## config.mk

```make
export PLATFORM = sky130hd
export DESIGN_NAME = branch_ctrl_seq
export DESIGN_NICKNAME = d
export VERILOG_FILES = /design/src/rtl/branch_ctrl_seq.sv
export SDC_FILE = /design/constraint.sdc
export NUM_CORES = 1
export LEC_CHECK = 0
export CAP_MARGIN = 30
export CELL_PAD_IN_SITES_DETAIL_PLACEMENT = 1
export CELL_PAD_IN_SITES_GLOBAL_PLACEMENT = 2
export CORE_MARGIN = 3
export CORE_UTILIZATION = 13
export CTS_BUF_LIST = sky130_fd_sc_hd__clkbuf_2
export DETAILED_ROUTE_END_ITERATION = 10
export GPL_ROUTABILITY_DRIVEN = 1
export PLACE_DENSITY = 0.92
export SYNTH_ARGS = -nofsm -noshare
export SYNTH_HDL_FRONTEND = slang
export SYNTH_SLANG_ARGS = --single-unit
```

## constraint.sdc

```tcl
create_clock -name clock -period 1.78 [get_ports clock]
set_input_delay 0.267 -clock clock [delete_from_list [all_inputs] [get_ports clock]]
set_output_delay 0.267 -clock clock [all_outputs]
set_load 0.02 [all_outputs]
```

## src/rtl/branch_ctrl_seq.sv

```systemverilog
// rtl/branch_ctrl_seq.sv - T3..T6 control-step sequencer for conditional branches
// Optional per-outcome statistics counters when BRANCH_STATS_EN is defined.
module branch_ctrl_seq #(
   parameter logic [4:0] BR_OPCODE = 5'b10010,
   parameter int         CNT_W     = 16
) (
   input  logic             clock,
   input  logic             clear,
   input  logic             start,
   input  logic [31:0]      ir,
   input  logic             con_q,
   output logic             busy,
   output logic             done,
   output logic             bad_op,
   output logic             taken,
   output logic [1:0]       c2_field,
   output logic             gra,
   output logic             r_out,
   output logic             con_in,
   output logic             pc_out,
   output logic             y_in,
   output logic             c_out,
   output logic             alu_add,
   output logic             z_in,
   output logic             zlow_out,
`ifdef BRANCH_STATS_EN
   output logic             pc_in,
   output logic [CNT_W-1:0] taken_cnt,
   output logic [CNT_W-1:0] not_taken_cnt
`else
   output logic             pc_in
`endif
);

   typedef enum logic [2:0] {
      IDLE = 3'd0,
      T3   = 3'd1,
      T4   = 3'd2,
      T5   = 3'd3,
      T6   = 3'd4,
      DONE = 3'd5
   } state_t;

   state_t state;
   state_t state_nx;
   logic   op_ok;
   logic   accept;
   logic   unused_ir;

   assign op_ok     = (ir[31:27] == BR_OPCODE);
   assign accept    = (state == IDLE) && start && op_ok;
   assign unused_ir = ^{ir[26:21], ir[18:0]};

   always_ff @(posedge clock) begin
      if (!clear) begin
         state    <= IDLE;
         taken    <= 1'b0;
         c2_field <= 2'b00;
         bad_op   <= 1'b0;
      end else begin
         state  <= state_nx;
         bad_op <= (state == IDLE) && start && !op_ok;
         if (accept) begin
            taken    <= 1'b0;
            c2_field <= ir[20:19];
         end else if (state == T3) begin
            // con_q is only meaningful while con_in is asserted
            taken <= con_q;
         end
      end
   end

   always_comb begin
      state_nx = state;
      case (state)
         IDLE:    state_nx = accept ? T3 : IDLE;
         T3:      state_nx = T4;
         T4:      state_nx = T5;
         T5:      state_nx = T6;
         T6:      state_nx = DONE;
         DONE:    state_nx = IDLE;
         default: state_nx = IDLE;
      endcase
   end

   always_comb begin
      busy     = 1'b0;
      done     = 1'b0;
      gra      = 1'b0;
      r_out    = 1'b0;
      con_in   = 1'b0;
      pc_out   = 1'b0;
      y_in     = 1'b0;
      c_out    = 1'b0;
      alu_add  = 1'b0;
      z_in     = 1'b0;
      zlow_out = 1'b0;
      pc_in    = 1'b0;
      case (state)
         T3: begin
            busy   = 1'b1;
            gra    = 1'b1;
            r_out  = 1'b1;
            con_in = 1'b1;
         end
         T4: begin
            busy   = 1'b1;
            pc_out = 1'b1;
            y_in   = 1'b1;
         end
         T5: begin
            busy    = 1'b1;
            c_out   = 1'b1;
            alu_add = 1'b1;
            z_in    = 1'b1;
         end
         T6: begin
            busy     = 1'b1;
            zlow_out = 1'b1;
            pc_in    = taken;
         end
         DONE: begin
            busy = 1'b1;
            done = 1'b1;
         end
         default: ;
      endcase
   end

`ifdef BRANCH_STATS_EN
   localparam logic [CNT_W-1:0] CNT_ONE = {{(CNT_W-1){1'b0}}, 1'b1};

   always_ff @(posedge clock) begin
      if (!clear) begin
         taken_cnt     <= '0;
         not_taken_cnt <= '0;
      end else if (state == T6) begin
         // counters saturate rather than wrap
         if (taken && (taken_cnt != '1))
            taken_cnt <= taken_cnt + CNT_ONE;
         if (!taken && (not_taken_cnt != '1))
            not_taken_cnt <= not_taken_cnt + CNT_ONE;
      end
   end
`else
   logic [CNT_W-1:0] unused_cnt_w;
   assign unused_cnt_w = '0;
`endif

endmodule
```

Word level (Yosys, flattened, before mapping):

Cells that the tools add are included.

* bits in read-only memories: 0
* memories kept: 0
* output and inout port bits: 16
* input port bits: 36
* logic and storage cells: 27
* latch bits: 0
* RAM bits: 0
* register bits: 7

* muxes and demuxes: 9
* magnitude comparators: 0
* bitwise gates (word level): 1
* $add $sub $neg: 0
* multipliers: 0
* reduce and logical (&&, ||, !) cells: 7
* eq/ne operators: 6
* shifts and indexed selects: 0
* div/mod/pow operators: 0

Operators by type and width (number)
* $pmux 3 s5: 1
* $mux 1: 8
* $eq 3x2->1 const B: 2
* $eq 3x3->1 const B: 2
* $eq 5x5->1 const B: 1
* $reduce_or 5->1: 1
* $eq 3x1->1 const B: 1
* $logic_and 1x1->1: 3
* $logic_not 3->1: 1
* $reduce_or 2->1: 1
* $logic_not 1->1: 1
* $not 1->1: 1

Depth between registers and ports, before layout:

Gate-level depths: netlist of the first run.

* depth after elaboration: 5
* gate-level depth with buffers: 4
* depth with buffers taken out: 3

Worst setup path after synthesis of the first run:

No wires, ideal clock.

* kind: flip-flop to output port
* from: register state[1]
* to: output y_in
* path slack: 0.165 ns
* cell stages (with the launch flop): 4
* arrival time: 1.348 ns
* path through: dfxtp_1 > buf_6 > nor3b_1 > buf_4

* cells in the longest elaborated chain, start to end: 2

Ends and longest elaborated chain
* start: declaration: line 44 `state_t state;`
* start signal: assignment: line 61 `state <= state_nx;`
* $eq 3x2->1
* $mux 1
* end: declaration: line 21 `output logic y_in,`

No other way between the ends.

Worst setup path after layout of the first run:

* from: register state[0]
* to: output done

* cells in the longest elaborated chain, start to end: 2

Ends and longest elaborated chain
* $eq 3x3->1: line 99 `case (state)`
* $mux 1: line 99
* end: declaration: line 13 `output logic done,`

No other way between the ends.

==> impl_metrics.ini, run 1 <==
[synthesis]
ys_ff_latch = 7
ys_top_cells_by_area = dfxtp_1 (34%), buf_4 (9.1%), mux2i_1 (7.3%)
post-synth-top-area-cell = dfxtp_1
ys_seq_area_share_pct = 33.84
synth_top_family_by_area = simple AND/OR/NAND/NOR gates
yosysTopAreaCellShare_pct = 33.84
synth_cell_types = 20
synth.area.mux_share_pct = 7.251
ys_warn_count = 0
synthSimpleGateAreaFrac_pct = 36.86
synth_adder_area_share_pct = 0
synth_compound_area_share_pct = 8.157
synth_area_um2 = 414.1
avgSynthCellArea_um2 = 10.10
syn_inst = 41
synth-xor-area-share_pct = 0
synth_nets = 77

[power]
peakVddDrop_v = 0.0003466
powerDensity_nw_per_um2 = 472.2
p_leak_nw = 0.3214

[sta]
fin_crit_sh_pct = 94.32
final_max_slew_viol_count = 0
rsz0062_at_grt = no
skew_ns = 0.002740
setup_slack_ns = 0.1011
tightestPinTransition_ns = 0.2923
slew_headroom_pct = 80.38
setup_violations = 0
hold_violations = 0
finalSetupTns_ns = 0
fmax_ghz = 0.5956
fin_crit_ns = 1.679

[cts]
cts_sinks = 7
insertion_delay_ns = 0.23
cts_setup_buffers = 0
numCtsBuffers = 3
clk_pin_slew_ns = 0.07
cts_tree = built
cts_buffer_depth = 2
htreeDepth = 1
root_buffer = clkbuf_2

[floorplanning]
coreArea_um2 = 2900
num_rows = 19
die_y_um = 62.44
pin_count = 52
start_util_pct = 14.28
die_w_um = 62.44
dieArea_um2 = 3899

[global_route]
use_met1_pct = 5.870
grt_use_met3_pct = 3.417
grt-ovfl-total = 0
first_global_vias = 461
gr-usage-met2_pct = 12.12
grt_pass1_wl_um = 1959
grt_max_degree = 8
grtUsageTotal_pct = 6.386
antenna_found_initial = 0
grt.busiest_layer = met2

[final_layout]
syn_to_final_growth_pct = 72.21
fill_cells = 352
final_layout_size_suffix_gt1_share_pct = 26.47
finish.utilization_pct = 24.59
n_antenna_cell = 0
finalNetCount = 105

[critical_path]
cp-end-kind = output port
rrSetupSlack_ns = 0.53
worst-r2r-cell-count = 4
crit_type = reg -> out
setup.worst_path.start = state[0]$_SDFF_PN0_
r2r-end = c2_field[0]$_SDFFE_PN0P_
critPathMaxFanout = 7
crit_end = done
timing.rr.start = state[2]$_SDFF_PN0_
start_kind = flop
arrival_ns = 1.41
required_ns = 1.51

[route]
drt_iter0_drc = 9
ant_nets = 0
first_pass_iters = 2
drt-vias-per-instance = 3.573
route.detailed.drc = 0
num_vias = 393
avgRoutedWirePerCell_um = 10.52
detail_route.wirelength_um = 1157

[status]
status = complete, no violations

[placed_design]
numPortBuffers = 26
place.gp.congestion = 0.6869
pre_cts_ws_ns = 0.03118
dp_hpwl_um = 979.7

[job]
cap_violations = 0

[worst_hold_path]
hold_path_class = reg -> reg
==> per-stage QoR <==
stage,total power [mW],hold slack [ns],instance area [um2],cells
after floorplan,0.1866,0.3548,414.1,41
after global placement,0.2233,0.4454,703.2,106
after detailed placement,0.2254,0.4672,703.2,106
after CTS,0.3444,0.4852,713.2,110
after global routing,0.3564,0.5232,713.2,110
final,0.3368,0.4746,713.2,110
==> layer usage <==
layer	part of all wire [%]	routed length, um
met1	43	501
met2	47	542
met3	9.9	114
met4	0	0
met5	0	0
==> cells by family after synthesis <==
kind of cell / Yosys count
flip-flops: 7
AO/OA/AOI/OAI: 4
buffers and inverters: 8
multiplexers: 3
AND/OR/NAND/NOR: 19
==> worst min path at each step <==
stage	startpoint	endpoint	slack, ns	cells after the start
floorplan	ir[31]	bad_op$_SDFF_PN0_	0.35	1
global placement	c2_field[1]$_SDFFE_PN0P_	c2_field[1]$_SDFFE_PN0P_	0.45	2
detailed placement	c2_field[1]$_SDFFE_PN0P_	c2_field[1]$_SDFFE_PN0P_	0.47	2
CTS	c2_field[1]$_SDFFE_PN0P_	c2_field[1]$_SDFFE_PN0P_	0.49	2
global route	c2_field[0]$_SDFFE_PN0P_	c2_field[0]$_SDFFE_PN0P_	0.52	2
finish	c2_field[1]$_SDFFE_PN0P_	c2_field[1]$_SDFFE_PN0P_	0.47	2
==> cell usage in the layout (no fill, tap or decap), drive strengths merged <==
cell type      Yosys  layout
nand2              4       4
nor4b              1       1
a311oi             1       1
inv                1       1
nor3               2       2
clkbuf             0       4
mux2i              3       3
and2               1       1
and3b              2       2
dlygate4sd2        0      11
nand3              1       1
dfxtp              7       7
a2111oi            1       1
and4               1       1
nor3b              3       3
a21oi              2       2
nor2               4       4
buf                7       4
clkdlybuf4s50      0      15
==> cell usage after synthesis (all sizes together) <==
library cell	instances
inv	1
and2	1
buf	7
dfxtp	7
nand3	1
nand2	4
nor3	2
a21oi	2
nor2	4
a2111oi	1
mux2i	3
nor3b	3
a311oi	1
and4	1
and3b	2
nor4b	1
==> critical path, stage by stage, from the launching register on <==
cell             delay (ns)
dfxtp_2                0.42
and3b_1                0.18
clkdlybuf4s50_1        0.59
==> repair_timing <==
item                                    in CTS  in global routing
gates resized for setup                     14                  0
endpoints found under the setup margin      12                  0
hold buffers                                 0                  0
==> sequential cells by signal, summed over array words and instances (netlist names) <==
name      count
state         3
c2_field      2
bad_op        1
taken         1
==> layout make-up <==
type,count,area [um2],area share (%)
Inverter,1,3.754,0.5263
Multi-Input combinational cell,26,216.5,30.35
Clock buffer,4,20.02,2.807
Tap cell,42,52.55,7.368
Sequential cell,7,143.9,20.18
Timing Repair Buffer,30,276.5,38.77
==> power breakdown <==
group / total [mW] / leakage (nW) / switching [mW] / internal (mW)
Combinational: 0.0566 / 0.247 / 0.0231 / 0.0335
Sequential: 0.162 / 0.0582 / 0.00275 / 0.160
Clock: 0.118 / 0.0166 / 0.0582 / 0.0598
No activity file was read; power rests on OpenSTA's default activity.
==> inputs of run 2 (changes only) <==
--- a/config.mk
+++ b/config.mk
@@ -8,6 +8,7 @@
 export CAP_MARGIN = 30
 export CELL_PAD_IN_SITES_DETAIL_PLACEMENT = 1
 export CELL_PAD_IN_SITES_GLOBAL_PLACEMENT = 2
+export CORE_ASPECT_RATIO = 1.1
 export CORE_MARGIN = 3
 export CORE_UTILIZATION = 13
 export CTS_BUF_LIST = sky130_fd_sc_hd__clkbuf_2
==> impl_metrics.ini, run 2 (same netlist as run 1, synthesis figures left out) <==
[critical_path]
timing.rr.start = state[2]$_SDFF_PN0_
rrSetupSlack_ns = 0.54
slowest_delay_ns = 0.60
required_ns = 1.51
crit_path_cell_trace = and3b_1, clkdlybuf4s50_1
crit_type = reg -> out
start_kind = flop
cp_slowest_cell = clkdlybuf4s50_1
r2r-end = c2_field[0]$_SDFFE_PN0P_
cp-end-kind = output port
arrival_ns = 1.44
worst-r2r-cell-count = 4
critPathMaxFanout = 7

[final_layout]
largest_register_ff_count = 3
regArea_um2 = 143.9
final_cell_mix = clkdlybuf4s50_1 (15), dlygate4sd2_1 (11)
n_antenna_cell = 0
syn_to_final_growth_pct = 69.49
finalNetCount = 105
final_layout_size_suffix_gt1_share_pct = 26.47
fill_cells = 339
multi_input_area_um2 = 216.5
regMostFlops = state
final_common_cell = clkdlybuf4s50_1
reg_top3 = state: 3 flops, c2_field: 2 flops

[route]
avgRoutedWirePerCell_um = 11.77
num_vias = 393
ant_nets = 0
route.detailed.drc = 0
detail_route.wirelength_um = 1189
first_pass_iters = 3
drt-vias-per-instance = 3.891
drt_iter0_drc = 5

[cts]
root_buffer = clkbuf_2
clk_pin_slew_ns = 0.08
cts_tree = built
cts_setup_buffers = 0
insertion_delay_ns = 0.23
htreeDepth = 1
cts_buffer_depth = 2
numCtsBuffers = 3
cts_sinks = 7

[sta]
fin_crit_sh_pct = 95.85
tightestPinTransition_ns = 0.3105
rsz0062_at_grt = no
slew_headroom_pct = 79.16
hold_violations = 0
final_max_slew_viol_count = 0
skew_ns = 0.001401
fmax_ghz = 0.5861
setup_violations = 0
finalSetupTns_ns = 0
fin_crit_ns = 1.706

[global_route]
grt_pass1_wl_um = 1911
grt_max_degree = 8
grtUsageTotal_pct = 6.669
grt-ovfl-total = 0
first_global_vias = 427
antenna_found_initial = 0

[floorplanning]
start_util_pct = 14.27
pin_count = 52
coreArea_um2 = 2903
dieArea_um2 = 3900
die_y_um = 65.20
num_rows = 20
die_w_um = 59.82

[power]
power_mw = 0.3432
peakVddDrop_v = 0.0002019
p_leak_nw = 0.3214
powerDensity_nw_per_um2 = 488.9

[worst_hold_path]
hold_path_class = reg -> reg
hold_path_end = c2_field[0]$_SDFFE_PN0P_
whs_path_depth = 2
min_from = c2_field[0]$_SDFFE_PN0P_

[placed_design]
dp_hpwl_um = 982.7
place.gp.congestion = 0.7365
numPortBuffers = 26

[job]
cap_violations = 0

[status]
status = complete, no violations
-- run 2: cell counts in the layout (fill, tap and decap cells not counted) --
No cell type changed its count.
-- run 2: cell type report --
type	count	area share (%)
Clock buffer	4	2.852
Sequential cell	7	20.50
Inverter	1	0.5348
Timing Repair Buffer	30	39.39
Tap cell	33	5.882
Multi-Input combinational cell	26	30.84
-- run 2: worst max-delay path by stage --
stage | startpoint | to | slack, ns | cells after the start
after CTS | state[0]$_SDFF_PN0_ | done | 0.06 | 2
after global placement | state[1]$_SDFF_PN0_ | y_in | 0.09 | 3
after global routing | state[0]$_SDFF_PN0_ | done | 0.007 | 2
after detailed placement | state[2]$_SDFF_PN0_ | pc_in | 0.06 | 3
after floorplan | state[1]$_SDFF_PN0_ | y_in | 0.17 | 3
final | state[0]$_SDFF_PN0_ | done | 0.07 | 2
-- run 2: through the flow --
stage               instance area, um2  hold WS [ns]  utilization, %  setup WS [ns]  instances
floorplan                        414.1        0.3548               -         0.1650         41
global placement                 691.9        0.4467           23.84        0.08747         97
detailed placement               691.9        0.4571           23.84        0.05877         97
CTS                              701.9        0.4691           24.18        0.06284        101
global route                     701.9        0.5285           24.18       0.007358        101
finish                           701.9        0.4628           24.18        0.07381        101
-- run 2: power breakdown --
| group | switching (mW) | internal [mW] |
|---|---|---|
| Combinational | 0.0231 | 0.0335 |
| Sequential | 0.00275 | 0.159 |
| Clock | 0.0646 | 0.0598 |
-- run 2: critical path, delay by kind of cell (launching register included) --
family                 cells  cell delay [ns]
AND/OR/NAND/NOR            1             0.18
flip-flops                 1             0.42
buffers and inverters      1             0.60
-- run 2: repair_timing --
| item | 4_1_cts | 5_1_grt |
|---|---|---|
| hold buffers | 0 | 0 |
| endpoints found under the hold margin | 0 | 0 |
| gates resized for setup | 14 | 0 |
| endpoints found under the setup margin | 12 | 0 |
-- run 2: layer usage --
metal  GRT usage, %  part of all wire, %  up-vias
met1          7.329                   42      177
li1               -                    -      194
met5              0                    0        -
met4          4.155                    0        0
met2          10.54                   47       22
met3          2.554                   11        0
